## config.mk

```make
export PLATFORM = sky130hd
export DESIGN_NAME = fifo_burst_reader
export DESIGN_NICKNAME = d
export VERILOG_FILES = /design/src/rtl/fifo_burst_reader.sv
export SDC_FILE = /design/constraint.sdc
export NUM_CORES = 1
export LEC_CHECK = 0
export CORE_MARGIN = 3
export CORE_UTILIZATION = 50
export CTS_BUF_LIST = sky130_fd_sc_hd__clkbuf_4 sky130_fd_sc_hd__clkbuf_8 sky130_fd_sc_hd__clkbuf_16
export CTS_CLUSTER_DIAMETER = 100
export CTS_CLUSTER_SIZE = 16
export DETAILED_ROUTE_END_ITERATION = 16
export PLACE_DENSITY_LB_ADDON = 0.25
export SLEW_MARGIN = 20
export SYNTH_ARGS = -nofsm -noshare
export SYNTH_HDL_FRONTEND = slang
export SYNTH_SLANG_ARGS = --single-unit
```

## constraint.sdc

```tcl
create_clock -name clk -period 9.5 [get_ports clk]
set_clock_uncertainty 0.2 [all_clocks]
set_input_delay 0.95 -clock clk [delete_from_list [all_inputs] [get_ports clk]]
set_output_delay 0.95 -clock clk [all_outputs]
set_load 0.01 [all_outputs]
```

## src/rtl/fifo_burst_reader.sv

```systemverilog
`default_nettype none
// ============================================================================
// Module   : fifo_burst_reader
// Purpose  : Collects single FIFO beats into a buffer and emits them as bursts
//            of up to BURST_LEN beats with last marker and length tag.
//            Optional macro: BURST_TIMEOUT_EN (input-idle timeout flush).
// Revision : 1.0 - initial release
// ============================================================================
module fifo_burst_reader #(
    parameter int DATA_WIDTH = 32,
    parameter int BURST_LEN  = 8,
    parameter int TIMEOUT    = 16
) (
    input  logic                           clk,
    input  logic                           arst_n,
    input  logic                           in_vld_i,
    output logic                           in_rdy_o,
    input  logic [DATA_WIDTH-1:0]          in_data_i,
    output logic                           out_vld_o,
    input  logic                           out_rdy_i,
    output logic [DATA_WIDTH-1:0]          out_data_o,
    output logic                           out_last_o,
    output logic [$clog2(BURST_LEN+1)-1:0] out_len_o,
    input  logic                           flush_i,
    output logic                           busy_o
);

    localparam int CNT_W = $clog2(BURST_LEN + 1);
    localparam int IDX_W = $clog2(BURST_LEN);
    localparam logic [CNT_W-1:0] LAST_CNT = CNT_W'(BURST_LEN - 1);

    if (BURST_LEN < 2 || TIMEOUT < 1) begin : g_param_check
        $error("fifo_burst_reader: BURST_LEN must be >= 2 and TIMEOUT >= 1");
    end

    typedef enum logic [1:0] {
        ST_IDLE  = 2'd0,
        ST_FILL  = 2'd1,
        ST_DRAIN = 2'd2
    } state_t;

    state_t                state;
    state_t                state_nxt;
    logic [CNT_W-1:0]      cnt;
    logic [CNT_W-1:0]      cnt_nxt;
    logic [CNT_W-1:0]      rd_idx;
    logic [CNT_W-1:0]      rd_idx_nxt;
    logic                  wr_en;
    logic                  in_acc;
    logic                  out_acc;
    logic                  timeout_hit;
    logic [DATA_WIDTH-1:0] buf_mem [BURST_LEN];

    // ------------------------------------------------------------------------
    // Outputs depend only on state, so both handshakes are free of
    // combinational paths from the opposite side.
    // ------------------------------------------------------------------------
    always_comb begin
        in_rdy_o   = (state != ST_DRAIN);
        out_vld_o  = (state == ST_DRAIN);
        busy_o     = (state != ST_IDLE);
        out_len_o  = out_vld_o ? cnt : '0;
        out_last_o = out_vld_o && (rd_idx == (cnt - 1'b1));
        out_data_o = buf_mem[rd_idx[IDX_W-1:0]];
    end

    assign in_acc  = in_vld_i && in_rdy_o;
    assign out_acc = out_vld_o && out_rdy_i;

`ifdef BURST_TIMEOUT_EN
    localparam int TMR_W = $clog2(TIMEOUT + 1);
    localparam logic [TMR_W-1:0] TMR_LAST = TMR_W'(TIMEOUT - 1);

    logic [TMR_W-1:0] tmr;
    logic [TMR_W-1:0] tmr_nxt;

    // Expiry fires in the cycle the timer would step onto TIMEOUT; a beat
    // accepted in that same cycle takes precedence.
    assign timeout_hit = (state == ST_FILL) && !in_acc && (tmr == TMR_LAST);

    always_comb begin
        tmr_nxt = '0;
        if (state == ST_FILL && !in_acc) begin
            tmr_nxt = tmr + 1'b1;
        end
    end

    always_ff @(posedge clk) begin
        if (!arst_n) begin
            tmr <= '0;
        end else begin
            tmr <= tmr_nxt;
        end
    end
`else
    assign timeout_hit = 1'b0;
`endif

    always_comb begin
        state_nxt  = state;
        cnt_nxt    = cnt;
        rd_idx_nxt = rd_idx;
        wr_en      = 1'b0;
        case (state)
            ST_IDLE: begin
                if (in_acc) begin
                    wr_en     = 1'b1;
                    cnt_nxt   = CNT_W'(1);
                    state_nxt = ST_FILL;
                end
            end
            ST_FILL: begin
                if (in_acc) begin
                    wr_en   = 1'b1;
                    cnt_nxt = cnt + 1'b1;
                end
                if ((in_acc && cnt == LAST_CNT) || flush_i || timeout_hit) begin
                    state_nxt = ST_DRAIN;
                end
            end
            ST_DRAIN: begin
                if (out_acc) begin
                    if (out_last_o) begin
                        state_nxt  = ST_IDLE;
                        cnt_nxt    = '0;
                        rd_idx_nxt = '0;
                    end else begin
                        rd_idx_nxt = rd_idx + 1'b1;
                    end
                end
            end
            default: begin
                state_nxt  = ST_IDLE;
                cnt_nxt    = '0;
                rd_idx_nxt = '0;
            end
        endcase
    end

    always_ff @(posedge clk) begin
        if (!arst_n) begin
            state  <= ST_IDLE;
            cnt    <= '0;
            rd_idx <= '0;
        end else begin
            state  <= state_nxt;
            cnt    <= cnt_nxt;
            rd_idx <= rd_idx_nxt;
        end
    end

    // Payload storage needs no reset; cnt/rd_idx decide what is valid.
    always_ff @(posedge clk) begin
        if (arst_n && wr_en) begin
            buf_mem[cnt[IDX_W-1:0]] <= in_data_i;
        end
    end

endmodule
`default_nettype wire

```

# Word-level counts from Yosys, hierarchy flattened
# Memories as Yosys holds them, arrays and structs flattened. A register that Yosys moved wholly into a read port is not among the register bits.
# Cells that the tools add are included.
# word_totals
mem_bits_ro	0
latch_bits	0
elab_cells	50
ramBits	256
out_inout_bits	40
regBits	10
input_bits	37
mem_count	1
# mem_list
name	depth	width	read_ports	rd_clocked_by_memory_dff	write_ports	line_no	source
buf_mem	8	32	1	1	1	52	logic [DATA_WIDTH-1:0] buf_mem [BURST_LEN];
# classes
n_mul	0
n_shift	0
n_eq_ne	10
n_lt_le_gt_ge	0
n_mux	20
n_bitwise	1
add_sub_neg	3
reduce_logical	12
n_div	0
# ops
operator	n
two-way mux 4 bit	7
case mux 4 bit (3 select lines)	1
adder 4 x 1 -> 4 bit, second input constant	2
two-way mux 2 bit	4
inequality test 2 bit, second input constant	4
case mux 4 bit (2 select lines)	1
AND reduction 4 bit	2
two-way mux 3 bit	2
case mux 2 bit (3 select lines)	1
logical AND 1 bit	5
== test 4 x 3 -> 1 bit, second input constant	1
== test 4 bit	1
two-way mux 1 bit	4
inequality test 2 x 1 -> 1 bit, second input constant	2
subtractor 4 x 1 -> 4 bit, second input constant	1
== test 2 x 1 -> 1 bit, second input constant	1
== test 2 bit, second input constant	1
zero test 2 bit	1
AND reduction 2 bit	1
nonzero test 2 bit	1
OR reduction 2 bit	1
logical OR 1 bit	1
inverter 1 bit	1

# Longest topological paths before layout
# logic_depth
depth_word	8
ltp_mapped	7
mapped_depth_nobuf	6

# Worst setup path after synthesis
# No wires, ideal clock.
# synth_path
path_type	input-to-reg
from	input arst_n
to	memory buf_mem[4][0], enable pin
path_slack_ns	5.071
n_path_buf	1
setup_time_ns	0.461
cell_stages	5
arrival_time_ns	3.768
t_required_ns	8.839
path_cell_list	buf_2 inv_1 nor2_1 nand3_1 nor3_1
# synth_between
elab_chain_cells	3
# synth_lines
item	line_no	source
start, declared	15	input logic arst_n,
logical AND 1 bit	154	if (arst_n && wr_en) begin
two-way mux 1 bit	154	
two-way mux 1 bit (implied by the code)	155	buf_mem[cnt[IDX_W-1:0]] <= in_data_i;
end, declared	52	
# Every way passes these cells.

==> impl_results.md <==
- PortBufs: 76
- CP Launch Type: flip-flop
- Worst-skew pair later-pin latency: 490 ps
- Routed WL per cell: 22.4 microns
- Hold WS: 304 ps
- Post-synth EDFFs: 256
- CP Cell Sequence: buf_4 -> mux4_1 -> mux2_2 -> clkdlybuf4s50_1
- Vias per cell: 5.85
- Static Leak: 3.91 nW
- Library cells used by synthesis: 43
- Post-synthesis async set-or-reset flop share: 0
- Pwr Density: 178 nW/um^2
- I/O pin count: 77
- Die Wd: 152 microns
- Routed Antenna Nets: 0
- Logic pwr share: 0.054
- Number of iterations in the first detailed-routing pass: 4
- Synth Area per Inst: 22.1 sq um
- WL final: 19.0 mm
- F_max: 228 MHz
- Fin area: 12,500 sq um
- Starting density of the core: 0.517
- Clk buf depth: 3
- Worst Setup Path Type: reg2out
- Initial drt markers: 406
- Post-layout minimum cycle time: 4390 ps
- IR Drop Worst-Case VDD: 0.111 mV
- GRT overflow: 0
- Root Driver: clkbuf_16
- Postcts setup bufs: 0
- Worst EP required: 8350 ps
- Worst path slowest cell: buf_4
- Slowest stage delay, CP: 800 ps
- Final hold violations: 0
- Buf+Inv Stages, Crit Path: 2
- P_sw: 0.000423 W
- Clock-pin slew on the worst setup and hold paths: 70 ps
- Crit path max fanout: 54
- CTS Buf Count: 20
- Vias in the first global route: 5,226
- Outcome: finished, final reports clean
- Syn nets: 522
- Clk pwr share: 0.351
- FP Rows: 52
- Final worst-path cycle share: 0.462
- Least-Margin Pin Slew: 977 ps
- Fin worst setup slack: 5110 ps
- Syn Inst Count: 482
- RSZ-0062 raised after global routing: false
- Largest net degree at the start of global routing: 65
- FF+latch count, synth: 269
- Max-Cap Viols: 0
- Layout area overhead: 17.2%
- CTS Hold Bufs: 0
- GPL Wtd Cong: 0.828
- Min-Delay Path Class: reg2reg
- Final net count: 609
- Post-CTS Resized: 0
- Fin. max-slew vios: 0
- Synthesized cell area: 10,600 sq um
- Clock sinks: 269
- Internal power: 0.00179 W
- Net Sw Frac: 0.191
- Primary FF master, synth: edfxtp_1
- Util after Layout: 0.606
- Share of post-route cells with drive strength above 1: 0.197
- Die Height: 152 microns
- Drc violations: 0
- CTS tree: yes
- Initial antenna violation count: 0
- Htree depth: 1
- Seq/Total Area, Yosys: 0.748
- Full die area: 23,000 sq um
- HPWL Detailed: 11.1 mm
- Fillers: 1,484
- Largest delay contributor family on the critical path: buffers and inverters
- Commonest non-fill, non-tap cell in the layout: edfxtp_1
- Post-DP Area: 11,800 sq um
- Most frequent cells in the layout: 256 x edfxtp_1, 76 x clkdlybuf4s50_1, 40 x mux4_1
- Synthesis Warnings: 0
- Setup TNS: 0 ps
- ANT cells: 0
- Final setup viols: 0
- GRT Overall Usage: 0.165
- Core ar.: 20,600 sq um
- Relative slew slack: 0.348
- CP endpoint kind: output port
- Seq pwr share: 0.596
- Worst EP arrival: 3240 ps
- First-pass GRT wire length: 30.1 mm
- Post-Place Setup Slack: 5350 ps
- Via Count: 4,943
==> synthesized netlist by cell type (3+ instances only) <==
library cell / instances / share of area
edfxtp_1: 256 / 0.72
mux4_1: 40 / 0.099
mux2_2: 32 / 0.034
mux4_2: 24 / 0.051
dfxtp_1: 13 / 0.024
nor2_1: 13 / 0.0046
nand2_1: 12 / 0.0042
buf_1: 10 / 0.0035
inv_1: 9 / 0.0032
nand3_1: 9 / 0.0042
buf_6: 7 / 0.0074
buf_2: 5 / 0.0024
nor3_1: 5 / 0.0024
o21ai_0: 5 / 0.0024
nand2b_1: 4 / 0.0024
a21oi_1: 3 / 0.0014
ha_1: 3 / 0.0035
==> final cells by class <==
type / count / area, sq um / share of cell area
repair buffers: 89 / 1000 / 0.0806
clock inverters: 1 / 5.00 / 0.000402
clock buffers: 27 / 571 / 0.0458
multi-input cells: 180 / 2550 / 0.205
flip-flops and latches: 269 / 7950 / 0.639
well taps: 270 / 338 / 0.0271
inverters: 9 / 33.8 / 0.00271
==> metrics by stage <==
stage                     instances  total power, W
after floorplan                 482         0.00140
after global placement          809         0.00146
after detailed placement        814         0.00146
after CTS                       842         0.00224
after global routing            845         0.00230
final                           845         0.00221
==> kinds of logic (layout without fill, tap and decap cells) <==
logic type / count (synthesis) / in the layout / share of synthesized area
simple gates: 51 / 51 / 0.0244
compound gates: 24 / 24 / 0.0162
xor+xnor: 5 / 5 / 0.00612
buf+inv: 33 / 126 / 0.0175
fa+ha+maj: 3 / 3 / 0.00353
flops: 269 / 269 / 0.748
mux: 97 / 97 / 0.185
==> worst min-delay path: cells and delay by family, from the launching register on <==
kind,cells,cell delay (ps)
DFF,1,340
and+or+nand+nor,2,120
==> registers in the layout, indices dropped and copies added (netlist names), named ones only <==
name     count
buf_mem    256
cnt          4
rd_idx       4
state        2
==> routing by layer <==
layer / share of wire / up-vias / global-route usage / wire (microns)
met4: 0.012 / 0 / 0.0321 / 223
met1: 0.45 / 2591 / 0.242 / 8590
li1: - / 2206 / - / -
met3: 0.040 / 18 / 0.0247 / 753
met5: 0 / - / 0 / 0
met2: 0.50 / 128 / 0.272 / 9400
==> power by group through the flow <==
stage | combinational (W) | clock [W] | sequential (W)
5_1_grt | 0.000128 | 0.000849 | 0.00132
3_5_place_dp | 0.000120 | 0 | 0.00134
3_3_place_gp | 0.000115 | 0 | 0.00134
6_report | 0.000119 | 0.000776 | 0.00132
2_1_floorplan | 0.0000608 | 0 | 0.00134
4_1_cts | 0.000120 | 0.000798 | 0.00132
==> worst paths after layout <==
path	from	endpoint	slack [ps]	cells past startpoint
worst max register to register	state[1]	buf_mem[4][2]	6830	4
worst max-delay path	flip-flop	out_data_o[22]	5110	4
worst min register to register	rd_idx[3]	rd_idx[3]	300	2
worst min-delay path	rd_idx[3]	rd_idx[3]	300	2
Power figures use the tool's default switching activity.
